$ cat src/rtl/fetch_queue_unit_if.sv
// Fetch front-end bundle: instruction-memory request,
// redirect input and decode-side pop handshake.
interface fetch_queue_unit_if #(
  parameter int ADDR_WIDTH  = 32,
  parameter int INST_WIDTH  = 32,
  parameter int QUEUE_DEPTH = 4
);
  localparam int CW = $clog2(QUEUE_DEPTH + 1);

  logic [ADDR_WIDTH-1:0] imem_addr;
  logic                  imem_read;
  logic                  imem_ready;
  logic [INST_WIDTH-1:0] imem_read_data;

  logic                  redirect_valid;
  logic [ADDR_WIDTH-1:0] redirect_pc;

  logic                  id_ready;
  logic                  if_valid;
  logic [ADDR_WIDTH-1:0] if_pc;
  logic [INST_WIDTH-1:0] if_inst;

  logic                  fetch_misaligned;
  logic [ADDR_WIDTH-1:0] fault_pc;
  logic [CW-1:0]         queue_count;

  modport master (
    output imem_addr,
    output imem_read,
    input  imem_ready,
    input  imem_read_data,
    input  redirect_valid,
    input  redirect_pc,
    input  id_ready,
    output if_valid,
    output if_pc,
    output if_inst,
    output fetch_misaligned,
    output fault_pc,
    output queue_count
  );

  modport slave (
    input  imem_addr,
    input  imem_read,
    output imem_ready,
    output imem_read_data,
    output redirect_valid,
    output redirect_pc,
    output id_ready,
    input  if_valid,
    input  if_pc,
    input  if_inst,
    input  fetch_misaligned,
    input  fault_pc,
    input  queue_count
  );
endinterface

$ cat src/rtl/fetch_queue_unit.sv
// Instruction fetch front end: PC generator, imem request
// and a prefetch FIFO of {pc, inst} pairs popped by decode.
module fetch_queue_unit #(
  parameter int                  ADDR_WIDTH  = 32,
  parameter int                  INST_WIDTH  = 32,
  parameter int                  QUEUE_DEPTH = 4,
  parameter logic [ADDR_WIDTH-1:0] RESET_PC  = '0
) (
  input logic                 clk,
  input logic                 reset,
  fetch_queue_unit_if.master  bus
);
  localparam int PW = $clog2(QUEUE_DEPTH);
  localparam int CW = $clog2(QUEUE_DEPTH + 1);
  localparam logic [CW-1:0] FULL = CW'(QUEUE_DEPTH);

  typedef enum logic [1:0] {
    IDLE,
    FETCH,
    FAULT
  } state_t;

  state_t                state_q;
  logic [ADDR_WIDTH-1:0] pc_q;
  logic                  read_q;
  logic                  mis_q;
  logic [ADDR_WIDTH-1:0] fpc_q;

  logic [PW-1:0]         rd_q, rd_d;
  logic [PW-1:0]         wr_q, wr_d;
  logic [CW-1:0]         cnt_q, cnt_d;

  logic [ADDR_WIDTH-1:0] pc_mem_q   [QUEUE_DEPTH];
  logic [INST_WIDTH-1:0] inst_mem_q [QUEUE_DEPTH];

  logic redir;
  logic aligned;
  logic push;
  logic pop;

  // A redirect voids any same-cycle push or pop; IDLE ignores it.
  assign redir   = bus.redirect_valid && (state_q != IDLE);
  assign aligned = (bus.redirect_pc[1:0] == 2'b00);
  assign push    = read_q && bus.imem_ready && !redir;
  assign pop     = (cnt_q != '0) && bus.id_ready && !redir;

  always_comb begin
    rd_d  = rd_q;
    wr_d  = wr_q;
    cnt_d = cnt_q;
    if (redir) begin
      rd_d  = '0;
      wr_d  = '0;
      cnt_d = '0;
    end else begin
      if (push) wr_d = wr_q + PW'(1);
      if (pop)  rd_d = rd_q + PW'(1);
      unique case (1'b1)
        push && !pop: cnt_d = cnt_q + CW'(1);
        pop && !push: cnt_d = cnt_q - CW'(1);
        default:      cnt_d = cnt_q;
      endcase
    end
  end

  always_ff @(posedge clk or posedge reset) begin
    if (reset) begin
      rd_q  <= '0;
      wr_q  <= '0;
      cnt_q <= '0;
      for (int i = 0; i < QUEUE_DEPTH; i++) begin
        pc_mem_q[i]   <= '0;
        inst_mem_q[i] <= '0;
      end
    end else begin
      rd_q  <= rd_d;
      wr_q  <= wr_d;
      cnt_q <= cnt_d;
      if (push) begin
        pc_mem_q[wr_q]   <= pc_q;
        inst_mem_q[wr_q] <= bus.imem_read_data;
      end
    end
  end

  // The request is registered from next-cycle occupancy so it
  // stays stable while imem_ready is low.
  always_ff @(posedge clk or posedge reset) begin
    if (reset) begin
      state_q <= IDLE;
      pc_q    <= RESET_PC;
      read_q  <= 1'b0;
      mis_q   <= 1'b0;
      fpc_q   <= '0;
    end else begin
      unique case (state_q)
        IDLE: begin
          state_q <= FETCH;
          read_q  <= 1'b1;
        end
        FETCH, FAULT: begin
          if (bus.redirect_valid) begin
            if (aligned) begin
              state_q <= FETCH;
              pc_q    <= bus.redirect_pc;
              mis_q   <= 1'b0;
              read_q  <= 1'b1;
            end else begin
              state_q <= FAULT;
              mis_q   <= 1'b1;
              fpc_q   <= bus.redirect_pc;
              read_q  <= 1'b0;
            end
          end else if (state_q == FETCH) begin
            if (push) pc_q <= pc_q + ADDR_WIDTH'(4);
            read_q <= (cnt_d < FULL);
          end else begin
            read_q <= 1'b0;
          end
        end
        default: begin
          state_q <= IDLE;
          read_q  <= 1'b0;
        end
      endcase
    end
  end

  assign bus.imem_addr        = pc_q;
  assign bus.imem_read        = read_q;
  assign bus.if_valid         = (cnt_q != '0);
  assign bus.if_pc            = pc_mem_q[rd_q];
  assign bus.if_inst          = inst_mem_q[rd_q];
  assign bus.fetch_misaligned = mis_q;
  assign bus.fault_pc         = fpc_q;
  assign bus.queue_count      = cnt_q;

endmodule

$ cat src/flat_wrapper.sv
// flat-port wrapper written by rule: the top's interface ports become plain ports
module fetch_queue_unit_flat 
#(
  parameter int                  ADDR_WIDTH  = 32,
  parameter int                  INST_WIDTH  = 32,
  parameter int                  QUEUE_DEPTH = 4,
  parameter logic [ADDR_WIDTH-1:0] RESET_PC  = '0
)
  (clk, reset, bus_imem_addr, bus_imem_read, bus_imem_ready, bus_imem_read_data, bus_redirect_valid, bus_redirect_pc, bus_id_ready, bus_if_valid, bus_if_pc, bus_if_inst, bus_fetch_misaligned, bus_fault_pc, bus_queue_count);
  fetch_queue_unit_if #(.ADDR_WIDTH(ADDR_WIDTH), .INST_WIDTH(INST_WIDTH), .QUEUE_DEPTH(QUEUE_DEPTH)) bus_i ();
  input logic clk;
  input logic reset;
  output wire logic [$bits(bus_i.imem_addr)-1:0] bus_imem_addr;
  output wire logic [$bits(bus_i.imem_read)-1:0] bus_imem_read;
  input wire logic [$bits(bus_i.imem_ready)-1:0] bus_imem_ready;
  input wire logic [$bits(bus_i.imem_read_data)-1:0] bus_imem_read_data;
  input wire logic [$bits(bus_i.redirect_valid)-1:0] bus_redirect_valid;
  input wire logic [$bits(bus_i.redirect_pc)-1:0] bus_redirect_pc;
  input wire logic [$bits(bus_i.id_ready)-1:0] bus_id_ready;
  output wire logic [$bits(bus_i.if_valid)-1:0] bus_if_valid;
  output wire logic [$bits(bus_i.if_pc)-1:0] bus_if_pc;
  output wire logic [$bits(bus_i.if_inst)-1:0] bus_if_inst;
  output wire logic [$bits(bus_i.fetch_misaligned)-1:0] bus_fetch_misaligned;
  output wire logic [$bits(bus_i.fault_pc)-1:0] bus_fault_pc;
  output wire logic [$bits(bus_i.queue_count)-1:0] bus_queue_count;
  assign bus_imem_addr = bus_i.imem_addr;
  assign bus_imem_read = bus_i.imem_read;
  assign bus_i.imem_ready = bus_imem_ready;
  assign bus_i.imem_read_data = bus_imem_read_data;
  assign bus_i.redirect_valid = bus_redirect_valid;
  assign bus_i.redirect_pc = bus_redirect_pc;
  assign bus_i.id_ready = bus_id_ready;
  assign bus_if_valid = bus_i.if_valid;
  assign bus_if_pc = bus_i.if_pc;
  assign bus_if_inst = bus_i.if_inst;
  assign bus_fetch_misaligned = bus_i.fetch_misaligned;
  assign bus_fault_pc = bus_i.fault_pc;
  assign bus_queue_count = bus_i.queue_count;
  fetch_queue_unit #(.ADDR_WIDTH(ADDR_WIDTH), .INST_WIDTH(INST_WIDTH), .QUEUE_DEPTH(QUEUE_DEPTH), .RESET_PC(RESET_PC)) u_core (.clk(clk), .reset(reset), .bus(bus_i));
endmodule
$ cat config.mk
export PLATFORM = sky130hd
export DESIGN_NAME = fetch_queue_unit_flat
export DESIGN_NICKNAME = d
export VERILOG_FILES = /design/src/rtl/fetch_queue_unit_if.sv /design/src/rtl/fetch_queue_unit.sv /design/src/flat_wrapper.sv
export SDC_FILE = /design/constraint.sdc
export NUM_CORES = 1
export LEC_CHECK = 0
export CAP_MARGIN = 10
export CELL_PAD_IN_SITES_DETAIL_PLACEMENT = 1
export CELL_PAD_IN_SITES_GLOBAL_PLACEMENT = 1
export CORE_MARGIN = 3
export CORE_UTILIZATION = 45
export CTS_CLUSTER_DIAMETER = 150
export DETAILED_ROUTE_END_ITERATION = 12
export GPL_TIMING_DRIVEN = 0
export MAX_ROUTING_LAYER = met4
export PLACE_DENSITY = 0.9
export SLEW_MARGIN = 0
export SYNTH_ARGS = -nofsm -noshare
export SYNTH_HDL_FRONTEND = slang
export SYNTH_SLANG_ARGS = --single-unit
$ cat constraint.sdc
create_clock -name clk -period 13 [get_ports clk]
set_input_delay 2.6 -clock clk [delete_from_list [all_inputs] [get_ports clk]]
set_output_delay 2.6 -clock clk [all_outputs]
set_load 0.1 [all_outputs]
==> run_results.csv <==
group,metric,value,unit
yosys,synth_seq_cells,331,
drt,num_vias,9716,
die,die_w,187,um
sta,drv_slew,0,
sta,setup_viol,0,
clocking,cts_inserted_buffers,37,
yosys,synthDistinctLibCells,54,
yosys,avgSynthCellArea,14.7,um2
finish,mostFrequentLayoutCells,"dfrtp_1 (331), mux2_2 (285), clkdlybuf4s50_1 (201)",
sta,worst_pin_slew,1.09,ns
clocking,cts.clk_slew.worst_paths,0.06,ns
critical_path,cp_max_fo,10,
yosys,synth_nets,1087,
clocking,clock_sinks,331,
finish,finalNetCount,1329,
global_routing,grt_usage,0.249,
critical_path,cp.required,10.40,ns
clocking,htree_levels,2,
yosys,syn_area,14800,um2
placement,portBuffers,201,
global_routing,gr-total-overflow,0,
drt,totalWireLength,42000,um
critical_path,slowest_stage,"clkdlybuf4s50_1",
drt,drtPass1Iterations,5,
outcome,status,"finished clean",
critical_path,critPathLaunchType,"register",
sta,max-slew-margin-rel,0.274,
yosys,ys_seq_area_frac,0.559,
sta,rsz0062_at_grt,"false",
sta,hold_violations,0,
clocking,post_cts_buffers,0,
global_routing,grt_pass1_vias,11300,
yosys,synthArstFlopShare,1.00,
finish,antenna_cells,0,
drt,routed_via_density,5.69,
clocking,clockRootBuffer,"clkbuf_16",
die,core-area,32000,um2
sta,finalCriticalPeriod,6.41,ns
clocking,ctsResizeCount,0,
drt,drt-initial-drc-count,583,
global_routing,grt_max_degree,134,
drt,avgRoutedWirePerCell,24.6,um
finish,area.growth.synth_to_final,25.8,%
drt,ant_nets,0,
yosys,synthCells,1008,
critical_path,arrival,3.81,ns
yosys,synth_top_flop_cell,"dfrtp_1",
clocking,clkLatencyLatePin,0.52,ns
critical_path,slowest_delay,1.01,ns
placement,dp_hpwl,28500,um
sta,setup_tns,0,ns
critical_path,path_class,"reg -> out",
die,die-area,35100,um2
die,io_pins,203,
sta,fin_crit_sh,0.493,
sta,fmax,156,MHz
die,fp-row-count,65,
clocking,clockBufferDepth,3,
sta,fin_worst_skew,0.0128,ns
finish,layout-drive-gt1-share,0.364,
drt,drc_errors,0,
finish,final_common_cell,"dfrtp_1",
die,fp.dieH,187,um
placement,gp_congestion,0.837,
critical_path,worstPathCellList,"buf_1, buf_2, mux4_2, clkdlybuf4s50_1",
flow_run,drv_cap,0,
hold_path,hp-class,"reg -> reg",
global_routing,antenna_found_initial,0,
clocking,ctsHoldBuffers,0,
critical_path,endpoint_kind,"primary output",
yosys,yosys_warnings,0,
clocking,cts_tree,"yes",
global_routing,grt_pass1_wl,66900,um
yosys,synth-edff-count,0,
die,start_util,0.464,
routing by layer:
metal | routed length (um) | share of wire | track usage
met1 | 17600 | 0.42 | 0.316
met2 | 21400 | 0.51 | 0.423
met3 | 2220 | 0.053 | 0.0487
met4 | 731 | 0.017 | 0.0485
met5 | 0 | 0 | -
Yosys cell counts (all sizes together) (2+ instances only):
| master | number | share of area |
|---|---|---|
| o21ai | 21 | 0.0071 |
| xor2 | 3 | 0.0018 |
| dfrtp | 331 | 0.56 |
| or3 | 2 | 0.00084 |
| a311oi | 3 | 0.0018 |
| mux2 | 285 | 0.22 |
| inv | 13 | 0.0033 |
| nor3 | 3 | 0.0010 |
| or2 | 4 | 0.0017 |
| o2bb2ai | 4 | 0.0024 |
| nand2 | 27 | 0.0068 |
| ha | 9 | 0.0076 |
| a41o | 3 | 0.0020 |
| o22ai | 5 | 0.0021 |
| nand3 | 17 | 0.0066 |
| a31o | 4 | 0.0024 |
| o41ai | 2 | 0.0012 |
| and3 | 8 | 0.0034 |
| o221a | 2 | 0.0015 |
| xnor2 | 3 | 0.0018 |
| nor2 | 37 | 0.0095 |
| mux4 | 64 | 0.097 |
| mux2i | 5 | 0.0034 |
| a21oi | 31 | 0.010 |
| a22oi | 5 | 0.0025 |
| nor2b | 3 | 0.0013 |
| clkbuf | 27 | 0.0069 |
| nand4 | 11 | 0.0061 |
| buf | 46 | 0.015 |
| a32oi | 3 | 0.0018 |
| nor4 | 6 | 0.0035 |
| and2 | 7 | 0.0030 |
registers in the layout (all words and copies together), names as in the netlist, 2 cells and up:
name / count
u_core.bus.fault_pc: 32
u_core.state_q: 2
u_core.bus.queue_count: 3
u_core.bus.imem_addr: 32
u_core.wr_q: 2
u_core.pc_mem_q: 128
u_core.rd_q: 2
u_core.inst_mem_q: 128
critical path, delay by kind of cell (launching register included):
kind,cells,cell delay [ns]
mux,1,0.61
flops,1,0.37
buf+inv,3,2.31
final timing paths:
check                                   endpoint  cells after the start                 from  slack (ns)
max                                bus_if_pc[13]                      4       u_core.rd_q[0]        6.59
min in group asynchronous  u_core.inst_mem_q[85]                      2                reset        2.62
min reg2reg                  u_core.pc_mem_q[35]                      1  u_core.pc_mem_q[35]        0.50
max reg2reg                 u_core.bus.imem_read                     12    u_core.state_q[0]       10.17
min                          u_core.pc_mem_q[35]                      1  u_core.pc_mem_q[35]        0.50
max in group asynchronous    u_core.pc_mem_q[62]                      3                reset        9.22
metrics by stage:
stage	utilization	hold slack, ns	std cells	cell area (um2)	worst slack (ns)
final	0.583	0.500	1707	18600	6.59
after global routing	0.583	0.514	1707	18600	6.40
after CTS	0.583	0.502	1707	18600	6.48
after detailed placement	0.545	0.488	1646	17400	7.11
after global placement	0.544	0.465	1644	17400	-2.60
after floorplan	-	0.474	1008	14800	1.23
cell type report:
| cell class | instances | area [um2] |
|---|---|---|
| multi-input cells | 591 | 6160 |
| flip-flops and latches | 331 | 8280 |
| inverters | 13 | 56.3 |
| well taps | 435 | 544 |
| fillers | 3075 | 13300 |
| plain buffers | 73 | 325 |
| clock inverters | 11 | 136 |
| clock buffers | 50 | 1070 |
| repair buffers | 203 | 2070 |
kinds of logic after synthesis:
kind of cell / after synthesis / share of synthesized area
flops: 331 / 0.559
xor+xnor: 6 / 0.00355
simple gates: 127 / 0.0447
fa+ha+maj: 10 / 0.00895
buf+inv: 86 / 0.0253
compound gates: 94 / 0.0412
mux: 354 / 0.317
Power is left out: the tool's default activity adds up to more than one toggle a clock period on the data nets, which glitch-free logic cannot reach.
